`src/rtl/fifo_16x8.sv`:
```
// fifo_16x8
//   Single-clock byte FIFO, 16 entries deep. It decouples a byte producer
//   from a byte consumer running in the same clock domain. Read data is
//   registered, so a popped byte appears on rdata_out after the clock edge
//   that accepts the read.
//
// Ports
//   clock_in    : system clock, all state updates on the rising edge
//   n_reset_in  : asynchronous active-low reset
//   write_in    : push request, sampled on the rising edge
//   wdata_in    : byte stored when a push is accepted
//   read_in     : pop request, sampled on the rising edge
//   rdata_out   : byte from the most recently accepted pop (held otherwise)
//   empty_out   : high while the FIFO holds no entries
//   full_out    : high while the FIFO holds 2**ADDR_WIDTH entries
module fifo_16x8 #(
  parameter int DATA_WIDTH = 8,
  parameter int ADDR_WIDTH = 4
) (
  input  logic                  clock_in,
  input  logic                  n_reset_in,
  input  logic                  write_in,
  input  logic [DATA_WIDTH-1:0] wdata_in,
  input  logic                  read_in,
  output logic [DATA_WIDTH-1:0] rdata_out,
  output logic                  empty_out,
  output logic                  full_out
);

  localparam int DEPTH = 2 ** ADDR_WIDTH;
  localparam logic [ADDR_WIDTH:0] COUNT_FULL = ADDR_WIDTH'(0) + (ADDR_WIDTH+1)'(DEPTH);

  logic [DATA_WIDTH-1:0] mem_q [DEPTH];

  logic [ADDR_WIDTH-1:0] wptr_q, wptr_d;
  logic [ADDR_WIDTH-1:0] rptr_q, rptr_d;
  logic [ADDR_WIDTH:0]   count_q, count_d;
  logic [DATA_WIDTH-1:0] rdata_q, rdata_d;

  logic wr_accept;
  logic rd_accept;

  // Flags come straight from the registered count, so they only move after
  // a clock edge or a reset.
  assign empty_out = (count_q == '0);
  assign full_out  = (count_q == COUNT_FULL);
  assign rdata_out = rdata_q;

  // A write into a full FIFO still goes through when a read frees a slot on
  // the same edge. A read is never accepted while empty, so a simultaneous
  // read+write on an empty FIFO is just a write.
  assign wr_accept = write_in & (~full_out | read_in);
  assign rd_accept = read_in & ~empty_out;

  // Next-state for pointers, count and registered read data. Pointers wrap
  // naturally at the top of the address range.
  always_comb begin
    wptr_d  = wptr_q;
    rptr_d  = rptr_q;
    count_d = count_q;
    rdata_d = rdata_q;

    if (wr_accept) begin
      wptr_d = wptr_q + 1'b1;
    end

    if (rd_accept) begin
      rptr_d  = rptr_q + 1'b1;
      rdata_d = mem_q[rptr_q];
    end

    case ({wr_accept, rd_accept})
      2'b10:   count_d = count_q + 1'b1;
      2'b01:   count_d = count_q - 1'b1;
      default: count_d = count_q;
    endcase
  end

  // Control state; reset empties the FIFO without touching storage.
  always_ff @(posedge clock_in or negedge n_reset_in) begin
    if (!n_reset_in) begin
      wptr_q  <= '0;
      rptr_q  <= '0;
      count_q <= '0;
      rdata_q <= '0;
    end else begin
      wptr_q  <= wptr_d;
      rptr_q  <= rptr_d;
      count_q <= count_d;
      rdata_q <= rdata_d;
    end
  end

  // Storage has no reset; only accepted writes touch it, so data presented
  // during a rejected write is never sampled.
  always_ff @(posedge clock_in) begin
    if (wr_accept) begin
      mem_q[wptr_q] <= wdata_in;
    end
  end

endmodule

```
`config.mk`:
```
export PLATFORM = sky130hd
export DESIGN_NAME = fifo_16x8
export DESIGN_NICKNAME = d
export VERILOG_FILES = /design/src/rtl/fifo_16x8.sv
export SDC_FILE = /design/constraint.sdc
export NUM_CORES = 1
export LEC_CHECK = 0
export CAP_MARGIN = 40
export CORE_UTILIZATION = 60
export DETAILED_ROUTE_END_ITERATION = 16
export PLACE_DENSITY = 0.79
export SETUP_SLACK_MARGIN = 0.05
export SLEW_MARGIN = 10
export SYNTH_ARGS = -nofsm -noshare
export SYNTH_HDL_FRONTEND = slang
export SYNTH_SLANG_ARGS = --single-unit
```
`constraint.sdc`:
```
create_clock -name clock_in -period 3.54 [get_ports clock_in]
set_input_delay 0.354 -clock clock_in [delete_from_list [all_inputs] [get_ports clock_in]]
set_output_delay 0.354 -clock clock_in [all_outputs]
set_load 0.02 [all_outputs]
```
# Yosys cells after proc, flatten, opt, wreduce, memory -nomap -nowiden
# Memory sizes are Yosys's and may differ from the RTL's. A register that Yosys moved wholly into a read port is not among the register bits.
# Cells that the tools add are included.
[word_totals] reg_bits=13 latchBits=0 mem_bits_rw=128 mem_bits_ro=0 input_bits=12 word_cells=22 memories=1
[memory_table] memory="mem_q" words=16 word_bits=8 rd=1 rd_ports_with_merged_regs=1 write_ports=1 line="33" source="logic [DATA_WIDTH-1:0] mem_q [DEPTH];"
[op_classes] add_sub_neg=4 n_mul=0 div=0 magnitude_cmp=0 eq_ne=3 shift=0 n_mux=3 bitwise_logic=5 n_reduce_logical=3
[op_table] op="$pmux W5 S2" n=1
[op_table] op="$add A4 B1 Y4 const B" n=2
[op_table] op="$add A5 B1 Y5 const B" n=1
[op_table] op="$eq A5 B5 Y1 const B" n=1
[op_table] op="$logic_not A5 Y1" n=1
[op_table] op="$sub A5 B1 Y5 const B" n=1
[op_table] op="$and A1 B1 Y1" n=2
[op_table] op="$eq A2 B1 Y1 const B" n=1
[op_table] op="$eq A2 B2 Y1 const B" n=1
[op_table] op="$mux W1" n=2
[op_table] op="$not A1 Y1" n=2
[op_table] op="$reduce_bool A2 Y1" n=1
[op_table] op="$logic_not A1 Y1" n=1
[op_table] op="$or A1 B1 Y1" n=1

# Depth between registers and ports, before layout
# Gate-level depths: netlist of the first run.
[depth] ltp_word=6 mapped_depth=12 ltp_nobuf=12

# Worst setup path before layout of the first run
# OpenSTA, ideal clock, no wires.
[synth_path] path_type="reg2reg" from="register count_q[0]" to="register count_q[4]" arrival_time_ps=2773 required_time_ps=3416 setup_slack_ps=643 stages_incl_launch_ff=11 path_cell_list="dfrtp_1 or4_1 o21ai_2 inv_2 ha_1 ha_1 nor2b_1 o21ai_0 a21oi_1 or3b_2 xnor2_1"
[synth_rtl] item="start, declared" line="37" source="logic [ADDR_WIDTH:0] count_q, count_d;"
[synth_rtl] item="start signal, assigned" line="89" source="count_q <= count_d;"
[synth_rtl] item="$logic_not A5 Y1 (*)" line="45" source="assign empty_out = (count_q == '0);"
[synth_rtl] item="$not A1 Y1 (*)" line="53" source="assign rd_accept = read_in & ~empty_out;"
[synth_rtl] item="$and A1 B1 Y1 (*)" line="53"
[synth_rtl] item="net rd_accept" line="41" source="logic rd_accept;"
[synth_rtl] item="$eq A2 B1 Y1 or $eq A2 B2 Y1 (tied branches)" line="72" source="case ({wr_accept, rd_accept})"
[synth_rtl] item="$pmux W5 S2 or $reduce_bool A2 Y1 (tied branches)"
# The timed path passes the listed nets; every way through them passes the cells marked *.
# A chain may end at the register's enable or synchronous reset.

# Worst setup path in the final report of the first run
[layout_path] from="register count_q[1]" to="register count_q[4]"
[layout_between] elab_chain_len=6
[layout_lines] item="$eq A5 B5 Y1" line="46" source="assign full_out = (count_q == COUNT_FULL);"
[layout_lines] item="$not A1 Y1" line="52" source="assign wr_accept = write_in & (~full_out | read_in);"
[layout_lines] item="$or A1 B1 Y1" line="52"
[layout_lines] item="$and A1 B1 Y1" line="52"
[layout_lines] item="$eq A2 B1 Y1 or $eq A2 B2 Y1 (tied branches)" line="72"
[layout_lines] item="$pmux W5 S2 or $reduce_bool A2 Y1 (tied branches)"
# Several ways; a longest one is shown, not always the timed one.

==> impl_metrics.yaml, run 1 <==
detailed_routing:
  viasPerCell: 6.039
  detail-route-antenna-nets: 0
  vias: 2947
  routedWlPerCell_um: 23.63
  post-route-drc-count: 0
  first_iter_violations: 176
  dr.pass1.iters: 4
  finalWirelength_um: 11530
run_status:
  outcome: "finished clean"
clocking:
  cts.sinks: 149
  path_clk_slew_ns: 0.06
  clock_latency_ns: 0.53
  clockBufferDepth: 2
  ctsHoldBuffers: 0
  cts_setup_buffers: 0
  tritoncts: "built"
  cts_buffers: 17
  cts_root_buf: "clkbuf_8"
  h-tree-depth: 4
  cts_resized: 0
sta:
  maxSlewViolCount: 0
  final.setup.tns_ns: 0
  fin_crit_sh: 0.8710
  worst_slew_pin_slew_ns: 0.7987
  rsz0062_at_grt: "false"
  fin_crit_ns: 3.083
  setup_viol: 0
  fmax_ghz: 0.3243
  fin_worst_skew_ns: 0.01187
  slew_headroom: 0.4675
  hold_viol_final: 0
global_routing:
  first_global_vias: 3027
  grt-ovfl-total: 0
  grt_pass1_wl_um: 17510
  antenna_found_initial: 0
  grt_usage: 0.2534
  grt_start_max_net_pins: 25
synthesis:
  yosysSeqAreaShare: 0.7333
  yosysWarnings: 0
  synth.avg_cell_area_um2: 19.16
  synth-main-ff-cell: "edfxtp_1"
  synth_most_common_cell: "edfxtp_1"
  synth_edf_count: 128
  ys_top_cells_by_count: "edfxtp_1, mux4_2, nand2_1"
  async_flop_share: 0.1409
  synthTopCellsByArea: "edfxtp_1, mux4_2, dfrtp_1"
  synth_nets: 333
  netlist_area_mm2: 0.005958
  netlist.area_leader.share: 0.6451
  ys_seq_elements: 149
  synth_cells: 311
  synth_cell_types: 34
  yosysTopAreaCell: "edfxtp_1"
placed_design:
  place_hpwl_um: 6852
  port_buffers: 21
  dpl-instance-area_mm2: 0.006310
  dpl.cell_count: 456
  place.gp.congestion: 0.8221
final_layout:
  layout.cells.non_filler: 488
  area_growth_pct: 15.94
  utilization: 0.7133
  fin_nets: 364
  fillers: 581
  diodes: 0
  drive_above_1_share: 0.2028
  multi_input_area_mm2: 0.001480
  design_area_mm2: 0.006908
  ff_latch_area_mm2: 0.004369
critical_path:
  crit_top_cell: "inv_1"
  crit_path_start: "count_q[1]"
  crit_arrival_ns: 3.49
  path_cells: "nor4_1 -> nand2_1 -> o21a_1 -> inv_1 -> ha_1 -> inv_1 -> fa_1 -> nor2b_1 -> o21ai_0 -> nand3_1 -> or3b_2 -> xnor2_1"
  cp_data_required_time_ns: 3.95
  r2r-start: "count_q[1]"
  reg2regPathDepth: 12
  worstSetupEndpointType: "flop"
  cpMaxStageDelayCell: "or3b_2"
  worstSetupPathType: "flop to flop"
  reg2reg_to: "count_q[4]"
  crit_end: "count_q[4]"
  path_max_fanout: 7
  slowest_delay_ns: 0.45
  ff2ff_setup_slack_ns: 0.46
  cp-start-kind: "flop"
floorplanning:
  rows: 36
  die_area_mm2: 0.01033
  chipHeight_um: 101.7
  initial_core_util: 0.6152
  num_io_pins: 22
  fp.dieW_um: 101.7
  coreArea_mm2: 0.009684
pwr:
  vdd_drop_max_mv: 0.4308
  power_density_mw_per_mm2: 829.6
  p_leak_nw: 2.370
  total_power_mw: 5.731
flow_run:
  maxCapViolations: 0
hold_path:
  hold_class: "primary input to async pin"
==> per-layer routing <==
metal,share of wire,up-vias,GRT usage
met2,0.51,98,0.4148
li1,-,1291,-
met3,0.046,23,0.06280
met5,0,-,0
met4,0.024,0,0.1081
met1,0.42,1535,0.3268
==> registers in the layout, summed over array words and instances, names as in the netlist <==
name	flops
count_q	5
mem_q	128
rdata_out	8
rptr_q	4
wptr_q	4
==> worst min path at each step <==
stage,from,end,cells after the start
after global placement,rdata_out[0],rdata_out[0],2
after detailed placement,rdata_out[0],rdata_out[0],2
after CTS,n_reset_in,count_q[4],1
after global routing,n_reset_in,count_q[4],1
final,n_reset_in,count_q[4],1
after floorplan,n_reset_in,count_q[0],0
==> report_power, final <==
group / internal, mW / leakage [nW] / switching [mW]
combinational: 0.755 / 0.675 / 0.741
sequential: 2.18 / 1.41 / 0.266
clock: 1.07 / 0.288 / 0.713
total: 4.01 / 2.37 / 1.72
==> cell families after synthesis <==
family	after synthesis	synth area share
compound gates	23	0.02520
xor+xnor	10	0.01470
fa+ha+maj	10	0.02226
buf+inv	22	0.01827
flops	149	0.7333
mux	41	0.1382
simple gates	56	0.04809
==> placed cells by master, fill, tap and decap left out, types with 2 or more instances in the layout <==
cell,synthesis,final
edfxtp_1,128,128
mux4_2,33,33
nand2_1,26,26
dfrtp_1,21,21
clkdlybuf4s50_1,0,21
and2_1,16,16
clkbuf_16,0,16
o21ai_0,11,11
ha_1,9,9
inv_1,8,8
mux2i_1,8,8
xnor2_1,8,8
o221ai_1,7,7
clkbuf_8,0,4
inv_6,0,3
clkinv_4,0,3
nor3b_1,2,2
a21oi_1,2,2
xor2_1,2,2
nand4_1,2,2
clkinvlp_4,0,2
bufinv_16,0,2
buf_4,3,2
==> cell type report <==
| cell class | count | area share |
|---|---|---|
| Clock buffer | 20 | 0.06593 |
| Multi-Input combinational cell | 140 | 0.2143 |
| Clock inverter | 12 | 0.02065 |
| Timing Repair Buffer | 25 | 0.03767 |
| Tap cell | 133 | 0.02409 |
| Sequential cell | 149 | 0.6325 |
| Inverter | 9 | 0.004890 |
==> metrics by stage <==
stage | hold WS [ns] | setup slack [ns]
after floorplan | 0.05841 | 0.6431
after global placement | 0.4587 | 0.5886
after detailed placement | 0.4683 | 0.4768
after CTS | 0.1601 | 0.4741
after global routing | 0.1889 | 0.2589
final | 0.1601 | 0.4568
==> worst max-delay path: cells and delay by family, from the launching register on <==
| kind | cells | cell delay [ns] |
|---|---|---|
| buf+inv | 2 | 0.26 |
| xor+xnor | 1 | 0.13 |
| fa+ha+maj | 2 | 0.66 |
| flops | 1 | 0.42 |
| simple gates | 5 | 1.12 |
| compound gates | 2 | 0.37 |
Note: power is estimated with default switching activity, not from simulation.
==> run 2, diff against run 1 <==
ABC_AREA = 1   (was unset)
PLACE_DENSITY = 0.78   (was 0.79)
==> run 2 against run 1 <==
Clock-buffer cell count decreased by 2. Core utilization decreased by 1.3 points. Register-to-register slack improved by 0.50 ns. First-iteration DRC count increased to 2.7 times the previous value. Critical path type unchanged. Fmax increased by 19%.
==> impl_metrics.yaml, run 2 <==
floorplanning:
  chipHeight_um: 108.0
  die_area_mm2: 0.01167
  initial_core_util: 0.6195
  coreArea_mm2: 0.01089
  num_io_pins: 22
  fp.dieW_um: 108.0
  rows: 38
pwr:
  netSwitchingFraction: 0.3591
  p_switching_mw: 2.154
  p_leak_nw: 3.375
  p_clk_frac: 0.291
  seqPwrFrac: 0.387
  vdd_drop_max_mv: 0.7511
  power_density_mw_per_mm2: 786.4
  p_int_mw: 3.845
  p_comb_frac: 0.322
final_layout:
  fin_nets: 726
  mostFrequentLayoutCells: "nand2_1, edfxtp_1, inv_1"
  area_growth_pct: 13.11
  layout_commonest_cell: "nand2_1"
  largest_reg_flops: 128
  diodes: 0
  design_area_mm2: 0.007630
  regMostFlops: "mem_q"
  drive_above_1_share: 0.06137
  utilization: 0.7008
synthesis:
  ys_top_cells_by_count: "nand2_1, edfxtp_1, inv_1"
  synth_cell_types: 24
  ys_seq_elements: 149
  yosys.area_share.adder: 0.01966
  netlist.area_leader.share: 0.5698
  muxShareOfSynthArea: 0
  netlist_area_mm2: 0.006745
  synthTopCellsByArea: "edfxtp_1, nand2_1, dfrtp_1"
  synth.avg_cell_area_um2: 9.804
  synth_cells: 688
  synth_xor_area_frac: 0.009089
  synth-main-ff-cell: "edfxtp_1"
  synth_compound_area_frac: 0.005008
  synth_most_common_cell: "nand2_1"
  yosysWarnings: 0
  synth_nets: 710
  synthSimpleGateAreaFrac: 0.2282
  synth_top_family_by_area: "simple AND/OR/NAND/NOR gates"
  yosysTopAreaCell: "edfxtp_1"
  yosysSeqAreaShare: 0.6477
  async_flop_share: 0.1409
  synth_edf_count: 128
sta:
  final.setup.tns_ns: 0
  fmax_ghz: 0.3868
  maxSlewViolCount: 0
  worst_slew_pin_slew_ns: 0.8002
  rsz0062_at_grt: "false"
  hold_viol_final: 0
  setup_viol: 0
  fin_crit_sh: 0.7303
  setup_ws_ns: 0.9548
  fin_worst_skew_ns: 0.005888
  fin_crit_ns: 2.585
  slew_headroom: 0.4649
clocking:
  ctsHoldBuffers: 0
  cts_buffers: 17
  cts_resized: 0
  tritoncts: "built"
  cts_setup_buffers: 0
  clock_latency_ns: 0.54
  clockBufferDepth: 2
  cts.sinks: 149
  cts_root_buf: "clkbuf_8"
  h-tree-depth: 4
  path_clk_slew_ns: 0.06
critical_path:
  cp-start-kind: "flop"
  worstSetupPathType: "flop to flop"
  worstSetupEndpointType: "flop"
  crit_arrival_ns: 3.06
  path_max_fanout: 14
  cp_data_required_time_ns: 4.02
global_routing:
  grt_start_max_net_pins: 68
  grt-ovfl-total: 0
  first_global_vias: 4478
  antenna_found_initial: 0
  grt_usage: 0.2709
  grt_pass1_wl_um: 22470
detailed_routing:
  vias: 4693
  first_iter_violations: 483
  detail-route-antenna-nets: 0
  post-route-drc-count: 0
  viasPerCell: 5.476
  finalWirelength_um: 14520
  dr.pass1.iters: 5
  routedWlPerCell_um: 16.94
flow_run:
  maxCapViolations: 0
placed_design:
  place.gp.congestion: 0.8941
  dpl-instance-area_mm2: 0.007051
  port_buffers: 21
  place_ws_ns: 0.8884
  place_hpwl_um: 9409
hold_path:
  hold_class: "primary input to async pin"
run_status:
  outcome: "finished clean"
## run 2: kinds of logic after synthesis
| logic type | after synthesis |
|---|---|
| and+or+nand+nor | 368 |
| DFF | 149 |
| buffers and inverters | 148 |
| adders and majority gates | 10 |
| xor gates and xnor gates | 7 |
| AOI/OAI and AO/OA | 6 |
## run 2: layout make-up
type	count	area (um2)
flip-flops and latches	149	4370
fillers	779	3258
multi-input cells	391	1767
inverters	118	442.9
clock buffers	18	417.9
repair buffers	27	295.3
well taps	140	175.2
clock inverters	14	161.4
## run 2: through the flow
step | hold slack (ns) | power [mW] | cells
2_1_floorplan | 0.05841 | 3.636 | 688
3_3_place_gp | 0.4696 | 4.130 | 822
3_5_place_dp | 0.4739 | 4.240 | 825
4_1_cts | 0.1391 | 5.987 | 857
5_1_grt | 0.1733 | 6.297 | 857
6_report | 0.1285 | 6.000 | 857
## run 2: path summary, 6_finish.rpt
check / slack, ns / cells past startpoint / end / start
min in group clock_in: 0.49 / 2 / rdata_out[0] / rdata_out[0]
worst min register to register: 0.49 / 2 / rdata_out[0] / rdata_out[0]
worst max register to register: 0.95 / 12 / count_q[4] / count_q[1]
max in group asynchronous: 2.97 / 2 / count_q[3] / n_reset_in
worst min-delay path: 0.13 / 1 / rdata_out[2] / n_reset_in
worst max-delay path: 0.95 / 12 / count_q[4] / count_q[1]
## run 2: per-layer routing
metal | vias up | wire [um] | GRT usage
met1 | 2188 | 5630 | 0.3436
met5 | - | 0 | 0
met4 | 0 | 505 | 0.1292
met2 | 236 | 7106 | 0.4413
met3 | 47 | 1275 | 0.06389
li1 | 2222 | - | -
## run 2: power groups by stage
stage | clock network [mW] | registers (mW) | logic, mW
final | 1.74 | 2.32 | 1.93
after global routing | 1.83 | 2.34 | 2.13
after CTS | 1.75 | 2.32 | 1.92
after detailed placement | 0 | 2.35 | 1.89
after global placement | 0 | 2.34 | 1.79
after floorplan | 0 | 2.32 | 1.31
## run 2: worst max-delay path, stage by stage (launching register included)
cell and delay (ns):
dfrtp_1 0.44, nor4_4 0.36, nand2_1 0.13, nand2_2 0.24, inv_2 0.16, ha_1 0.30, ha_1 0.33, nand2_1 0.10
nand2_1 0.05, a21oi_1 0.15, xor2_1 0.15, nand2_1 0.06, nand2_1 0.06
==> run 3, diff against run 2 <==
clock period = 2.45 ns   (was 3.54 ns; I/O delays follow)
==> run 3 against run 2 <==
Final cell count is 2.3% higher. Critical path depth is 1 higher. Critical path type unchanged. Worst hold slack better by 0.34 ns. Power is 50% higher. Setup slack worse by 0.82 ns. Clock skew is 0.00078 ns lower. Clock power is 57% higher. First-iteration DRC count is 7.7% higher. Die area stayed put. Core utilization is 1.8 points higher. Fmax is 12% higher.
==> impl_metrics.yaml, run 3 (synthesis results as in run 2) <==
clocking:
  tritoncts: "built"
  clock_latency_ns: 0.54
  cts_buffers: 17
  path_clk_slew_ns: 0.06
  h-tree-depth: 4
  cts.sinks: 149
  clockBufferDepth: 2
  cts_root_buf: "clkbuf_8"
final_layout:
  drive_above_1_share: 0.09091
  diodes: 0
  mostFrequentLayoutCells: "nand2_1, edfxtp_1, inv_1"
  regMostFlops: "mem_q"
  design_area_mm2: 0.007828
  layout_commonest_cell: "nand2_1"
  area_growth_pct: 16.05
  fin_nets: 747
  ff_latch_area_mm2: 0.004373
  fillers: 743
  multi_input_area_mm2: 0.001785
  largest_reg_flops: 128
  layout.cells.non_filler: 877
critical_path:
  slowest_delay_ns: 0.43
  ff2ff_setup_slack_ns: 0.14
  crit_top_cell: "nand2_1"
  reg2regPathDepth: 13
  cpMaxStageDelayCell: "dfrtp_1"
  reg2reg_to: "count_q[4]"
  worstSetupEndpointType: "flop"
  r2r-start: "count_q[2]"
  path_max_fanout: 5
  path_cells: "nor4_4 -> nand3_2 -> nand2_2 -> ha_4 -> inv_1 -> fa_2 -> inv_1 -> nand2_1 -> nand2_1 -> a21oi_2 -> xor2_1 -> nand2_1 -> nand2_1"
  cp-start-kind: "flop"
  crit_arrival_ns: 2.75
  cp_data_required_time_ns: 2.88
  crit_buf_inv: 2
  crit_family: "simple AND/OR/NAND/NOR gates"
  worstSetupPathType: "flop to flop"
floorplanning:
  chipHeight_um: 108.0
  fp.dieW_um: 108.0
  num_io_pins: 22
  initial_core_util: 0.6195
  coreArea_mm2: 0.01089
  rows: 38
  die_area_mm2: 0.01167
hold_path:
  hold_start: "write_in"
  hold_class: "primary input to flop"
  hold_end: "wptr_q[0]"
  hold_depth: 3
global_routing:
  grt_start_max_net_pins: 36
  grt_usage: 0.2927
  grt-ovfl-total: 0
  antenna_found_initial: 0
  first_global_vias: 4727
  grt_pass1_wl_um: 24480
placed_design:
  dpl-instance-area_mm2: 0.007161
  place.gp.congestion: 0.9331
  dpl.cell_count: 844
  port_buffers: 21
  place_ws_ns: -0.01711
  place_hpwl_um: 9650
sta:
  setup_viol: 0
  slew_headroom: 0.4474
  maxSlewViolCount: 0
  fmax_ghz: 0.4320
  fin_crit_sh: 0.9448
  rsz0062_at_grt: "true"
  worst_slew_pin_slew_ns: 0.8263
  fin_worst_skew_ns: 0.005111
  setup_ws_ns: 0.1351
  hold_viol_final: 0
  fin_crit_ns: 2.315
pwr:
  vdd_drop_max_mv: 0.8021
  power_density_mw_per_mm2: 1149
  total_power_mw: 8.991
  p_leak_nw: 3.519
detailed_routing:
  dr.pass1.iters: 7
  first_iter_violations: 520
  vias: 4815
  post-route-drc-count: 0
  viasPerCell: 5.490
  routedWlPerCell_um: 17.65
  finalWirelength_um: 15480
  detail-route-antenna-nets: 0
run_status:
  outcome: "finished clean"
flow_run:
  maxCapViolations: 0
-- run 3: where the power goes --
part	leakage, nW	switching (mW)	internal, mW	total (mW)
combinational	1.81	1.92	0.949	2.87
clock	0.299	0.997	1.74	2.74
sequential	1.41	0.288	3.09	3.38
total	3.52	3.20	5.79	8.99
-- run 3: how the worst max path moves through the flow --
stage	endpoint	slack, ns	cells past startpoint	start
after floorplan	count_q[4]	0.1	14	count_q[1]
after global placement	count_q[4]	0.12	13	count_q[1]
after detailed placement	count_q[4]	-0.02	13	count_q[1]
after CTS	empty_out	0.08	4	count_q[2]
after global routing	count_q[4]	-0.02	13	count_q[1]
final	count_q[4]	0.14	13	count_q[2]
-- run 3: layer usage --
layer / share of wire / track usage / up-vias
met2: 0.49 / 0.4677 / 273
met5: 0.00065 / 0 / -
met1: 0.38 / 0.3820 / 2237
met4: 0.029 / 0.1164 / 2
li1: - / - / 2267
met3: 0.11 / 0.07957 / 36
-- run 3: cell type report --
class | instances | share of cell area
clock buffer | 17 | 0.05291
clock inverter | 14 | 0.02669
inverter | 118 | 0.05659
multi-input combinational | 391 | 0.2281
sequential | 149 | 0.5587
tap | 140 | 0.02238
timing repair buffer | 48 | 0.05467
-- run 3: worst min-delay path, cell delays in order --
cell,delay (ns)
clkdlybuf4s50_1,0.50
nand3_1,0.15
nand2_1,0.06
-- run 3: stage by stage --
step	setup TNS [ns]	util	hold slack, ns
final	0	0.7189	0.4657
after global routing	-0.01907	0.7189	0.4729
after CTS	0	0.7168	0.4266
after detailed placement	-0.01711	0.6577	0.4718
after global placement	0	0.6563	0.4662
after floorplan	0	-	-0.05059
-- run 3: what timing repair did --
action                                  in CTS  in global routing
gates resized for setup                      2                  6
buffers inserted                             1                  0
hold buffers                                 1                  0
pin swaps                                    2                  4
endpoints found under the setup margin       2                  3
hold endpoints to repair                     6                  0
